$ cat config.mk
export PLATFORM = sky130hd
export DESIGN_NAME = ps2_rx
export DESIGN_NICKNAME = d
export VERILOG_FILES = /design/src/rtl/ps2_pkg.sv /design/src/rtl/ps2_rx_filter.sv /design/src/rtl/ps2_rx.sv
export SDC_FILE = /design/constraint.sdc
export NUM_CORES = 1
export LEC_CHECK = 0
export CORE_MARGIN = 5
export CORE_UTILIZATION = 42
export DETAILED_ROUTE_END_ITERATION = 7
export PLACE_DENSITY_LB_ADDON = 0.1
export RECOVER_POWER = 25
export SLEW_MARGIN = 15
export SYNTH_ARGS = -nofsm -noshare
export SYNTH_HDL_FRONTEND = slang
export SYNTH_SLANG_ARGS = --single-unit
$ cat constraint.sdc
create_clock -name clk_sys -period 4.51 [get_ports clk_sys]
set_input_delay 0.6765 -clock clk_sys [delete_from_list [all_inputs] [get_ports clk_sys]]
set_output_delay 0.6765 -clock clk_sys [all_outputs]
set_load 0.02 [all_outputs]
$ cat src/rtl/ps2_pkg.sv
// ============================================================================
// Module : ps2_pkg
// Brief  : Shared types, constants and parity helper for the PS/2 receiver.
// Rev    : 1.0  initial release
// ============================================================================
`default_nettype none

package ps2_pkg;

    typedef enum logic [1:0] {
        IDLE   = 2'd0,
        DATA   = 2'd1,
        PARITY = 2'd2,
        STOP   = 2'd3
    } ps2_state_t;

    localparam logic [7:0] PS2_EXT_PREFIX = 8'hE0;
    localparam logic [7:0] PS2_BRK_PREFIX = 8'hF0;

    // Parity bit that makes the total count of ones (data + parity) odd.
    function automatic logic odd_parity(input logic [7:0] b);
        return ~^b;
    endfunction

endpackage

`default_nettype wire

$ cat src/rtl/ps2_rx_filter.sv
// ============================================================================
// Module : ps2_rx_filter
// Brief  : Line synchroniser, PS/2 clock glitch filter, falling-edge strobe.
// Rev    : 1.0  initial release
// ============================================================================
`default_nettype none

module ps2_rx_filter #(
    parameter int FILTER_LEN = 8
) (
    input  logic clk_sys,
    input  logic reset,
    input  logic ps2_clk,
    input  logic ps2_data,
    output logic fall,
    output logic data_s
);

    localparam int CW = $clog2(FILTER_LEN);

    logic [1:0]    r_clk_sync;
    logic [1:0]    r_data_sync;
    logic          r_filt;
    logic          r_filt_d;
    logic [CW-1:0] r_cnt;

    // The filtered clock flips only after FILTER_LEN consecutive samples disagree with it.
    always_ff @(posedge clk_sys) begin
        if (reset) begin
            r_clk_sync  <= 2'b11;
            r_data_sync <= 2'b11;
            r_filt      <= 1'b1;
            r_filt_d    <= 1'b1;
            r_cnt       <= '0;
        end else begin
            r_clk_sync  <= {r_clk_sync[0], ps2_clk};
            r_data_sync <= {r_data_sync[0], ps2_data};
            r_filt_d    <= r_filt;
            if (r_clk_sync[1] == r_filt) begin
                r_cnt <= '0;
            end else if (r_cnt == CW'(FILTER_LEN - 1)) begin
                r_filt <= r_clk_sync[1];
                r_cnt  <= '0;
            end else begin
                r_cnt <= r_cnt + CW'(1);
            end
        end
    end

    assign fall   = r_filt_d & ~r_filt;
    assign data_s = r_data_sync[1];

endmodule

`default_nettype wire

$ cat src/rtl/ps2_rx.sv
// ============================================================================
// Module : ps2_rx
// Brief  : PS/2 device-to-host frame receiver with show-ahead byte FIFO.
//          Optional E0/F0 prefix folding under macro PS2_RX_EXT_DECODE_EN.
// Rev    : 1.0  initial release
// ============================================================================
`default_nettype none

module ps2_rx
    import ps2_pkg::*;
#(
    parameter int FILTER_LEN = 8,
    parameter int TIMEOUT    = 25000,
    parameter int FIFO_BITS  = 3
) (
    input  logic       clk_sys,
    input  logic       reset,
    input  logic       ps2_clk,
    input  logic       ps2_data,
    input  logic       rd,
    output logic       valid,
    output logic [7:0] dout,
    output logic       ext,
    output logic       brk,
    output logic       parity_err,
    output logic       frame_err,
    output logic       overflow
);

    localparam int TW    = $clog2(TIMEOUT + 1);
    localparam int DEPTH = 1 << FIFO_BITS;
`ifdef PS2_RX_EXT_DECODE_EN
    localparam int ENTRY_W = 10;
`else
    localparam int ENTRY_W = 8;
`endif

    logic w_fall;
    logic w_data_s;

    ps2_rx_filter #(
        .FILTER_LEN (FILTER_LEN)
    ) u_filter (
        .clk_sys  (clk_sys),
        .reset    (reset),
        .ps2_clk  (ps2_clk),
        .ps2_data (ps2_data),
        .fall     (w_fall),
        .data_s   (w_data_s)
    );

    ps2_state_t r_state, w_state_next;
    logic [2:0] r_bit_cnt, w_bit_cnt_next;
    logic [7:0] r_shift, w_shift_next;
    logic       r_par, w_par_next;
    logic [TW-1:0] r_to_cnt;
    logic       w_timeout;
    logic       w_push_req;
    logic       w_perr;
    logic       w_ferr;
    logic       r_parity_err;
    logic       r_frame_err;

    assign w_timeout = (r_state != IDLE) && !w_fall && (r_to_cnt == TW'(TIMEOUT));

    always_ff @(posedge clk_sys) begin
        if (reset) begin
            r_state      <= IDLE;
            r_bit_cnt    <= 3'd0;
            r_shift      <= 8'h00;
            r_par        <= 1'b0;
            r_to_cnt     <= '0;
            r_parity_err <= 1'b0;
            r_frame_err  <= 1'b0;
        end else begin
            r_state      <= w_state_next;
            r_bit_cnt    <= w_bit_cnt_next;
            r_shift      <= w_shift_next;
            r_par        <= w_par_next;
            r_parity_err <= w_perr;
            r_frame_err  <= w_ferr;
            if (w_fall || r_state == IDLE) begin
                r_to_cnt <= '0;
            end else if (r_to_cnt != TW'(TIMEOUT)) begin
                r_to_cnt <= r_to_cnt + TW'(1);
            end
        end
    end

    always_comb begin
        w_state_next   = r_state;
        w_bit_cnt_next = r_bit_cnt;
        w_shift_next   = r_shift;
        w_par_next     = r_par;
        w_push_req     = 1'b0;
        w_perr         = 1'b0;
        w_ferr         = 1'b0;
        if (w_fall) begin
            case (r_state)
                IDLE: begin
                    if (!w_data_s) begin
                        w_state_next   = DATA;
                        w_bit_cnt_next = 3'd0;
                    end
                end
                DATA: begin
                    w_shift_next[r_bit_cnt] = w_data_s;
                    w_bit_cnt_next          = r_bit_cnt + 3'd1;
                    if (r_bit_cnt == 3'd7) begin
                        w_state_next = PARITY;
                    end
                end
                PARITY: begin
                    w_par_next   = w_data_s;
                    w_state_next = STOP;
                end
                STOP: begin
                    w_state_next = IDLE;
                    // Parity is judged before the stop bit.
                    if (r_par != odd_parity(r_shift)) begin
                        w_perr = 1'b1;
                    end else if (!w_data_s) begin
                        w_ferr = 1'b1;
                    end else begin
                        w_push_req = 1'b1;
                    end
                end
                default: w_state_next = IDLE;
            endcase
        end else if (w_timeout) begin
            w_ferr       = 1'b1;
            w_state_next = IDLE;
        end
    end

    logic               w_push;
    logic [ENTRY_W-1:0] w_entry;

`ifdef PS2_RX_EXT_DECODE_EN
    logic r_pend_ext;
    logic r_pend_brk;
    logic w_is_ext;
    logic w_is_brk;

    assign w_is_ext = (r_shift == PS2_EXT_PREFIX);
    assign w_is_brk = (r_shift == PS2_BRK_PREFIX);
    assign w_push   = w_push_req && !w_is_ext && !w_is_brk;
    assign w_entry  = {r_pend_ext, r_pend_brk, r_shift};

    always_ff @(posedge clk_sys) begin
        if (reset || w_perr || w_ferr) begin
            r_pend_ext <= 1'b0;
            r_pend_brk <= 1'b0;
        end else if (w_push_req) begin
            if (w_is_ext) begin
                r_pend_ext <= 1'b1;
            end else if (w_is_brk) begin
                r_pend_brk <= 1'b1;
            end else begin
                r_pend_ext <= 1'b0;
                r_pend_brk <= 1'b0;
            end
        end
    end
`else
    assign w_push  = w_push_req;
    assign w_entry = r_shift;
`endif

    logic [ENTRY_W-1:0] r_mem [DEPTH];
    logic [FIFO_BITS:0] r_wr_ptr;
    logic [FIFO_BITS:0] r_rd_ptr;
    logic               r_overflow;
    logic               w_empty;
    logic               w_full;
    logic               w_pop;
    logic               w_wr;
    logic [ENTRY_W-1:0] w_head;

    assign w_empty = (r_wr_ptr == r_rd_ptr);
    assign w_full  = (r_wr_ptr[FIFO_BITS] != r_rd_ptr[FIFO_BITS]) &&
                     (r_wr_ptr[FIFO_BITS-1:0] == r_rd_ptr[FIFO_BITS-1:0]);
    assign w_pop   = rd && !w_empty;
    // A simultaneous pop frees the slot the push lands in.
    assign w_wr    = w_push && (!w_full || w_pop);
    assign w_head  = r_mem[r_rd_ptr[FIFO_BITS-1:0]];

    always_ff @(posedge clk_sys) begin
        if (w_wr) begin
            r_mem[r_wr_ptr[FIFO_BITS-1:0]] <= w_entry;
        end
    end

    always_ff @(posedge clk_sys) begin
        if (reset) begin
            r_wr_ptr   <= '0;
            r_rd_ptr   <= '0;
            r_overflow <= 1'b0;
        end else begin
            if (w_wr) begin
                r_wr_ptr <= r_wr_ptr + (FIFO_BITS+1)'(1);
            end
            if (w_pop) begin
                r_rd_ptr <= r_rd_ptr + (FIFO_BITS+1)'(1);
            end
            if (w_push && w_full && !w_pop) begin
                r_overflow <= 1'b1;
            end
        end
    end

    assign valid      = !w_empty;
    assign dout       = valid ? w_head[7:0] : 8'h00;
`ifdef PS2_RX_EXT_DECODE_EN
    assign ext        = valid & w_head[9];
    assign brk        = valid & w_head[8];
`else
    assign ext        = 1'b0;
    assign brk        = 1'b0;
`endif
    assign parity_err = r_parity_err;
    assign frame_err  = r_frame_err;
    assign overflow   = r_overflow;

endmodule

`default_nettype wire

; Yosys cells after proc, flatten, opt, wreduce, memory -nomap -nowiden
; Memories as Yosys holds them, arrays and structs flattened. A register that Yosys moved wholly into a read port is not among the register bits.
; Index checks and enable logic that the tools add are counted.
[totals]
regBits = 49
ram_bits = 64
out_inout_bits = 14
memories = 1
[classes]
addsub = 5
order_cmp = 2
n_eq_ne = 15
muxes = 25
bitwise_logic = 5
n_reduce_logical = 27
[memory_table]
columns = name, depth, word_bits, read_ports, rd_ports_with_merged_regs, wr, line
row1 = r_mem, 8, 8, 1, 1, 1, ps2_rx.sv:170  ; logic [ENTRY_W-1:0] r_mem [DEPTH];
[ops]
columns = cell, count
row1 = "15-bit by 1-bit adder with 15-bit output, second input constant", 1
row2 = "15-bit == test, second input constant", 1
row3 = "15-bit inequality test, second input constant", 1
row4 = 1-bit two-way mux, 13
row5 = 3-bit two-way mux, 3
row6 = "4-bit by 1-bit adder with 4-bit output, second input constant", 2
row7 = 8-bit bitwise mux, 1
row8 = 1-bit logical AND, 8
row9 = 2-bit two-way mux, 4
row10 = 8-bit two-way mux, 1
row11 = 2-bit case mux with 4 select lines, 1
row12 = 8-bit XNOR reduction, 1
row13 = "3-bit by 1-bit adder with 3-bit output, second input constant", 2
row14 = "3-bit == test, second input constant", 2
row15 = "3-bit inequality test, second input constant", 2
row16 = 3-bit case mux with 2 select lines, 1
row17 = 2-bit AND reduction, 3
row18 = 3-bit AND reduction, 2
row19 = 2-bit nonzero test, 3
row20 = 3-bit OR reduction, 2
row21 = "2-bit == test, second input constant", 2
row22 = 4-bit == test, 1
row23 = 1-bit logical NOT, 4
row24 = "3-bit by 4-bit less-than comparator with 1-bit output, second input constant", 1
row25 = 12 further kinds, 17

; Depth between registers and ports, before layout
; Gate-level depths: netlist of the first run.
[depth]
word_depth = 8
mapped_depth = 8
mapped_depth_nobuf = 7

; By module
; Synthesis of the first run repeated with hierarchy kept, for this count alone.
[unflattened]
hier_cells = 370
area_unflattened_um2 = 4991.0
[by_module_without_submodules]
columns = mod, n_inst, cells_each, area_each_um2
row1 = ps2_rx, 1, 347, 4698.3
row2 = ps2_rx_filter, 1, 23, 292.8

; Least setup slack after synthesis of the first run
; No wires, ideal clock.
[synth_path]
path_kind = register to register
from = register r_shift[7]
to = memory r_mem[0][0] (enable)
setup_time_ns = 0.383
arrival_time_ns = 2.383
required_time_ns = 4.127
setup_slack_ns = 1.744
path_stages_with_launch = 6
n_path_buf = 0
synth_period_minus_slack_ns = 2.766
cell_sequence = dfxtp_1 -> xor2_1 -> xnor3_2 -> xnor2_2 -> or4_4 -> nor3_1
[synth_between]
elab_chain_len = 8
[synth_lines]
columns = item, line
row1 = start: declaration, ps2_rx.sv:54  ; logic [7:0] r_shift, w_shift_next;
row2 = start signal: assignment, ps2_rx.sv:78  ; r_shift <= w_shift_next;
row3 = 8-bit XNOR reduction, ps2_pkg.sv:22  ; return ~^b;
row4 = 1-bit inequality test, ps2_rx.sv:120  ; if (r_par != odd_parity(r_shift)) begin
row5 = 1-bit two-way mux, ps2_rx.sv:120
row6 = 1-bit two-way mux, ps2_rx.sv:99  ; case (r_state)
row7 = 1-bit two-way mux, ps2_rx.sv:98  ; if (w_fall) begin
row8 = 1-bit logical AND, ps2_rx.sv:185  ; assign w_wr = w_push && (!w_full || w_pop);
row9 = 1-bit two-way mux, ps2_rx.sv:189  ; if (w_wr) begin
row10 = 1-bit two-way mux (implied by the code), ps2_rx.sv:190  ; r_mem[r_wr_ptr[FIFO_BITS-1:0]] <= w_entry;
row11 = end: declaration, ps2_rx.sv:170
; Every way passes these cells.

==> results of run 1 <==
-- state kept, by name, summed over array words and instances, names as in the netlist, named ones only --
name                  flops
u_filter.r_cnt            3
r_bit_cnt                 3
r_state                   2
r_wr_ptr                  4
r_shift                   8
u_filter.r_data_sync      2
u_filter.r_filt_d         1
r_rd_ptr                  4
frame_err                 1
overflow                  1
r_to_cnt                 15
parity_err                1
u_filter.r_clk_sync       2
r_mem                    64
u_filter.r_filt           1
r_par                     1
-- synthesized netlist by cell type (5+ instances only) --
cell type	count	share of area (%)
mux2i_1	19	3.8
or2_2	5	0.63
a21oi_1	11	1.1
mux4_2	16	7.2
clkbuf_1	12	0.90
nand3b_1	6	0.90
nor2_1	46	3.5
dfxtp_1	52	21
xor2_1	13	2.3
xnor2_1	12	2.1
nor4_1	5	0.63
ha_1	12	3.0
nand3_1	12	1.2
edfxtp_1	64	39
nand2_1	18	1.4
inv_1	8	0.60
nor3_1	7	0.70
-- power by group through the flow --
stage | logic [mW] | clock network, mW | registers (mW)
finish | 0.0146 | 1.27 | 1.11
global placement | 0.0147 | 0 | 1.13
detailed placement | 0.0150 | 0 | 1.13
global route | 0.0164 | 1.34 | 1.11
CTS | 0.0150 | 1.29 | 1.11
floorplan | 0.0110 | 0 | 1.13
-- layout make-up --
cell class / instances / area, um^2 / area share, %
flip-flops and latches: 116 / 2960 / 50.7
multi-input cells: 236 / 1900 / 32.5
clock buffers: 18 / 429 / 7.35
repair buffers: 22 / 205 / 3.51
well taps: 143 / 179 / 3.06
clock inverters: 13 / 135 / 2.31
inverters: 8 / 30.0 / 0.514
-- through the flow --
step | hold WS, ps | cell area, um^2 | util [%] | worst slack, ps
final | 407 | 5840 | 50.7 | 1370
after global routing | 429 | 5840 | 50.7 | 1210
after CTS | 408 | 5840 | 50.7 | 1230
after detailed placement | 395 | 5270 | 45.8 | 1210
after global placement | 396 | 5270 | 45.8 | 1380
after floorplan | 389 | 4990 | - | 1740
-- kinds of logic after synthesis --
group | count (synthesis)
and+or+nand+nor | 134
other | 1
DFF | 116
adders and majority gates | 12
muxes | 38
buffers and inverters | 30
xor gates and xnor gates | 27
AOI/OAI and AO/OA | 23
-- routing by layer --
metal  up-vias  track usage (%)
li1       1432                -
met1      1378             18.5
met2        40             21.3
met3        14             4.08
met4         0             6.30
met5         -                0
-- worst max-delay path by stage --
stage / start / to / slack, ps
CTS: r_shift[7] / r_mem[0][7] / 1230
global placement: rd / r_mem[0][5] / 1380
global route: flip-flop / dout[6] / 1210
floorplan: r_shift[7] / r_mem[0][0] / 1740
detailed placement: rd / r_mem[0][4] / 1210
finish: flip-flop / dout[7] / 1370
-- worst max-delay path, cell delays in order (launching register included) --
cell and delay, ps:
dfxtp_1 850, mux4_2 420, mux2i_1 170, nor2_1 60, clkdlybuf4s50_1 560
==> flow_summary.yaml, run 1 <==
status:
  outcome: "finished, final reports clean"
global_routing:
  grt_pass1_vias: 2909
  grt_overflow: 0
  gr-usage-all-layers_pct: 14.0
  grt_start_max_net_pins: 38
  grt_pass1_wl_um: 15200
  antenna_found_initial: 0
clocking:
  cts_buffers: 17
  h-tree-depth: 4
  cts-root-buf: "clkbuf_16"
  cts_tree: "done"
  cts_setup_buffers: 0
  cts_max_path_buffers: 2
  clkLatencyLatePin_ps: 400
  clkSinkCount: 116
  ctsHoldBuffers: 0
  cts_resized: 0
  cts.reportedPaths.clkPinSlew_ps: 50
routing:
  wl_met2_um: 4270
  drt_iter0_markers: 159
  ant_nets: 0
  routed_wl_um: 9210
  routedWlPerCell_um: 16.6
  routed-via-count: 2864
  drc_errors: 0
  top_layer: "met4"
  via_per_inst: 5.15
  wl_met3_um: 318
  drt-met1-wl_um: 4430
  dr.pass1.iters: 4
die:
  fp.dieW_um: 119
  top_level_ports: 19
  fp.coreArea_um2: 11500
  dieArea_um2: 14200
  rows: 39
  fp.dieH_um: 119
  initial_core_util_pct: 43.3
sta:
  period_minus_slack_ps: 3140
  slew_violations: 0
  rsz0062_at_grt: "false"
  setup_tns_ps: 0
  clock.fmax_mhz: 318
  timing.final.crit_share_pct: 69.7
  setup_violations: 0
  slew-limit-headroom_pct: 35.0
  skew_ps: 8.98
  tightest_slew_ps: 967
  hold_viol: 0
power_and_ir_drop:
  irDropWorstVdd_v: 0.000226
  leakagePower_nw: 1.96
  swShare_pct: 19.7
  total_power_mw: 2.39
  seqPwrFrac_pct: 46.4
  powerDensity_nw_per_um2: 409
  p_switching_uw: 471
  comb_power_share_pct: 0.6
  intPower_mw: 1.92
  clkPwrFrac_pct: 53.0
synth:
  synth_cells: 381
  synth_edf_count: 64
  synth_ff_type: "edfxtp_1"
  yosys_warnings: 0
  netlist_area_um2: 4990
  ys_seq_elements: 116
  syn_area_per_cell_um2: 13.1
  synth.mux.area_fraction_pct: 11.7
  async_flop_share_pct: 0
  ys_seq_area_share_pct: 59.4
  yosysUniqueCellTypes: 54
  synth_top_family_by_area: "simple AND/OR/NAND/NOR gates"
  synthXorXnorAreaFrac_pct: 5.19
  synth_simple_gate_area_share_pct: 14.9
  synth_compound_area_share_pct: 2.86
  synth_fa_ha_area_share_pct: 3.01
setup_path:
  crit_path_end_kind: "primary output"
  crit_required_ps: 3830
  criticalPathCategory: "flip-flop to primary output"
  rr_worst_depth: 5
  critPathMaxFanout: 16
  cp-start-kind: "flip-flop"
  r2r_end: "r_mem[6][7]"
  arrival_ps: 2470
  r2r-start: "r_shift[7]"
  r2r_setup_slack_ps: 1600
cells_and_area:
  layout-drive-gt1-share_pct: 17.4
  fillerInstances: 1018
  n_antenna_cell: 0
  area_growth_pct: 17.1
  nNetsFinal: 418
  mostFrequentLayoutCell: "edfxtp_1"
  final_cell_mix: "edfxtp_1, dfxtp_1, nor2_1"
  final_cells: 556
placement:
  portBuffers: 16
  gp_congestion: 0.758
  dp.cells: 525
  hpwlAfterDp_um: 5960
min_path:
  hold_path_end: "u_filter.r_clk_sync[1]"
  hold_depth: 1
  hold_class: "flip-flop to flip-flop"
  hold_start: "u_filter.r_clk_sync[0]"
job:
  maxCapViolCount: 0
Note: power is estimated with default switching activity, not from simulation.
==> inputs of run 2 (changes only) <==
clock period = 2.8 ns   (was 4.51 ns; I/O delays follow)
==> flow_summary.yaml, run 2 (synthesis results as in run 1) <==
status:
  outcome: "finished, final reports clean"
die:
  fp.dieW_um: 119
  fp.coreArea_um2: 11500
  top_level_ports: 19
  initial_core_util_pct: 43.3
  fp.dieH_um: 119
  dieArea_um2: 14200
  rows: 39
placement:
  portBuffers: 16
  gp_congestion: 0.753
  hpwlAfterDp_um: 6490
routing:
  via_per_inst: 5.13
  drt-met1-wl_um: 4420
  routed_wl_um: 9510
  drc_errors: 0
  dr.pass1.iters: 4
  wl_met3_um: 329
  drt_iter0_markers: 168
  routedWlPerCell_um: 16.5
  wl_met2_um: 4570
  routed-via-count: 2950
  ant_nets: 0
  top_layer: "met4"
sta:
  period_minus_slack_ps: 2680
  rsz0062_at_grt: "false"
  holdWs_ps: 406
  timing.final.crit_share_pct: 95.7
  skew_ps: 13.8
  setup_tns_ps: 0
  setup_violations: 0
  tightest_slew_ps: 581
  hold_viol: 0
  slew_violations: 0
  clock.fmax_mhz: 373
  slew-limit-headroom_pct: 61.2
setup_path:
  crit_path_cell_trace: "buf_12 > mux4_2 > mux2i_1 > nor2_1 > clkdlybuf4s50_1"
  criticalPathCategory: "flip-flop to primary output"
  arrival_ps: 2260
  crit_slowest_cell: "clkdlybuf4s50_1"
  cp_num_buf_inv: 2
  crit_path_end_kind: "primary output"
  crit_required_ps: 2380
  cp-start-kind: "flip-flop"
  critPathMaxFanout: 16
  crit_family: "buffers and inverters"
  critPathMaxStageDelay_ps: 540
clocking:
  cts.reportedPaths.clkPinSlew_ps: 50
  h-tree-depth: 4
  cts_buffers: 17
  clkSinkCount: 116
  clkLatencyLatePin_ps: 420
  cts-root-buf: "clkbuf_16"
  cts_tree: "done"
  cts_max_path_buffers: 2
power_and_ir_drop:
  leakagePower_nw: 2.06
  intPower_mw: 3.09
  powerDensity_nw_per_um2: 643
  irDropWorstVdd_v: 0.000279
  swShare_pct: 19.2
  seqPwrFrac_pct: 46.7
  clkPwrFrac_pct: 52.6
  comb_power_share_pct: 0.7
  p_switching_uw: 735
cells_and_area:
  multi_input_area_um2: 1890
  fillerInstances: 1015
  nNetsFinal: 436
  seq_area_um2: 2960
  final_cell_mix: "edfxtp_1, dfxtp_1, nor2_1"
  largest_reg_flops: 64
  n_antenna_cell: 0
  layout-drive-gt1-share_pct: 18.3
  area_growth_pct: 19.1
  mostFrequentLayoutCell: "edfxtp_1"
global_routing:
  grt_start_max_net_pins: 37
  grt_pass1_wl_um: 15500
  gr-usage-all-layers_pct: 14.6
  grt_overflow: 0
  antenna_found_initial: 0
  grt_pass1_vias: 2860
min_path:
  hold_class: "flip-flop to flip-flop"
job:
  maxCapViolCount: 0
-- run 2: cell types whose count changed in the layout (fill, tap and decap cells not counted), moves of 2 or more --
cell	delta
buf_4	+10
clkbuf_1	+10
clkdlybuf4s50_1	-2
clkinvlp_4	-2
dlymetal6s2s_1	+2
-- run 2: power groups by stage --
| stage | sequential (mW) | clock [mW] | combinational [mW] |
|---|---|---|---|
| after floorplan | 1.82 | 0 | 0.0177 |
| after global placement | 1.82 | 0 | 0.0271 |
| after detailed placement | 1.82 | 0 | 0.0275 |
| after CTS | 1.78 | 2.05 | 0.0276 |
| after global routing | 1.78 | 2.16 | 0.0301 |
| final | 1.78 | 2.01 | 0.0271 |
-- run 2: final timing paths --
kind	from	to	slack [ps]	cells after the start
setup / recovery	flip-flop	dout[0]	120	5
hold / removal	u_filter.r_clk_sync[0]	u_filter.r_clk_sync[1]	410	1
setup reg to reg	r_shift[7]	r_mem[3][6]	400	6
hold reg to reg	u_filter.r_clk_sync[0]	u_filter.r_clk_sync[1]	410	1
-- run 2: what timing repair did --
| action | CTS | global route |
|---|---|---|
| buffers inserted | 0 | 0 |
| hold buffers | 0 | 0 |
| gates resized for setup | 0 | 2 |
| endpoints found under the setup margin | 0 | 2 |
-- run 2: layout make-up --
cell class / count / area share, %
well taps: 143 / 3.01
multi-input cells: 236 / 31.7
clock inverters: 11 / 1.87
inverters: 8 / 0.505
clock buffers: 21 / 7.41
flip-flops and latches: 116 / 49.9
repair buffers: 40 / 5.58
-- run 2: layer usage --
layer | global-route usage, % | up-vias
li1 | - | 1467
met1 | 18.4 | 1428
met2 | 22.5 | 39
met3 | 5.12 | 16
met4 | 6.95 | 0
met5 | 0 | -
-- run 2: worst register-to-register path, delay by kind of cell (launching register included) --
family | cells | cell delay [ps]
and+or+nand+nor | 2 | 710
xor gates and xnor gates | 3 | 860
DFF | 1 | 340
buffers and inverters | 1 | 220
-- run 2: metrics by stage --
| step | worst slack [ps] | cells | utilization, % | total power, mW | cell area (um^2) |
|---|---|---|---|---|---|
| after floorplan | 33.5 | 382 | - | 1.84 | 4990 |
| after global placement | 416 | 543 | 47.0 | 1.85 | 5410 |
| after CTS | 57.6 | 575 | 51.8 | 3.86 | 5960 |
| after detailed placement | 373 | 543 | 47.0 | 1.85 | 5410 |
| after global routing | 1.28 | 575 | 51.6 | 3.97 | 5940 |
| final | 121 | 575 | 51.6 | 3.82 | 5940 |
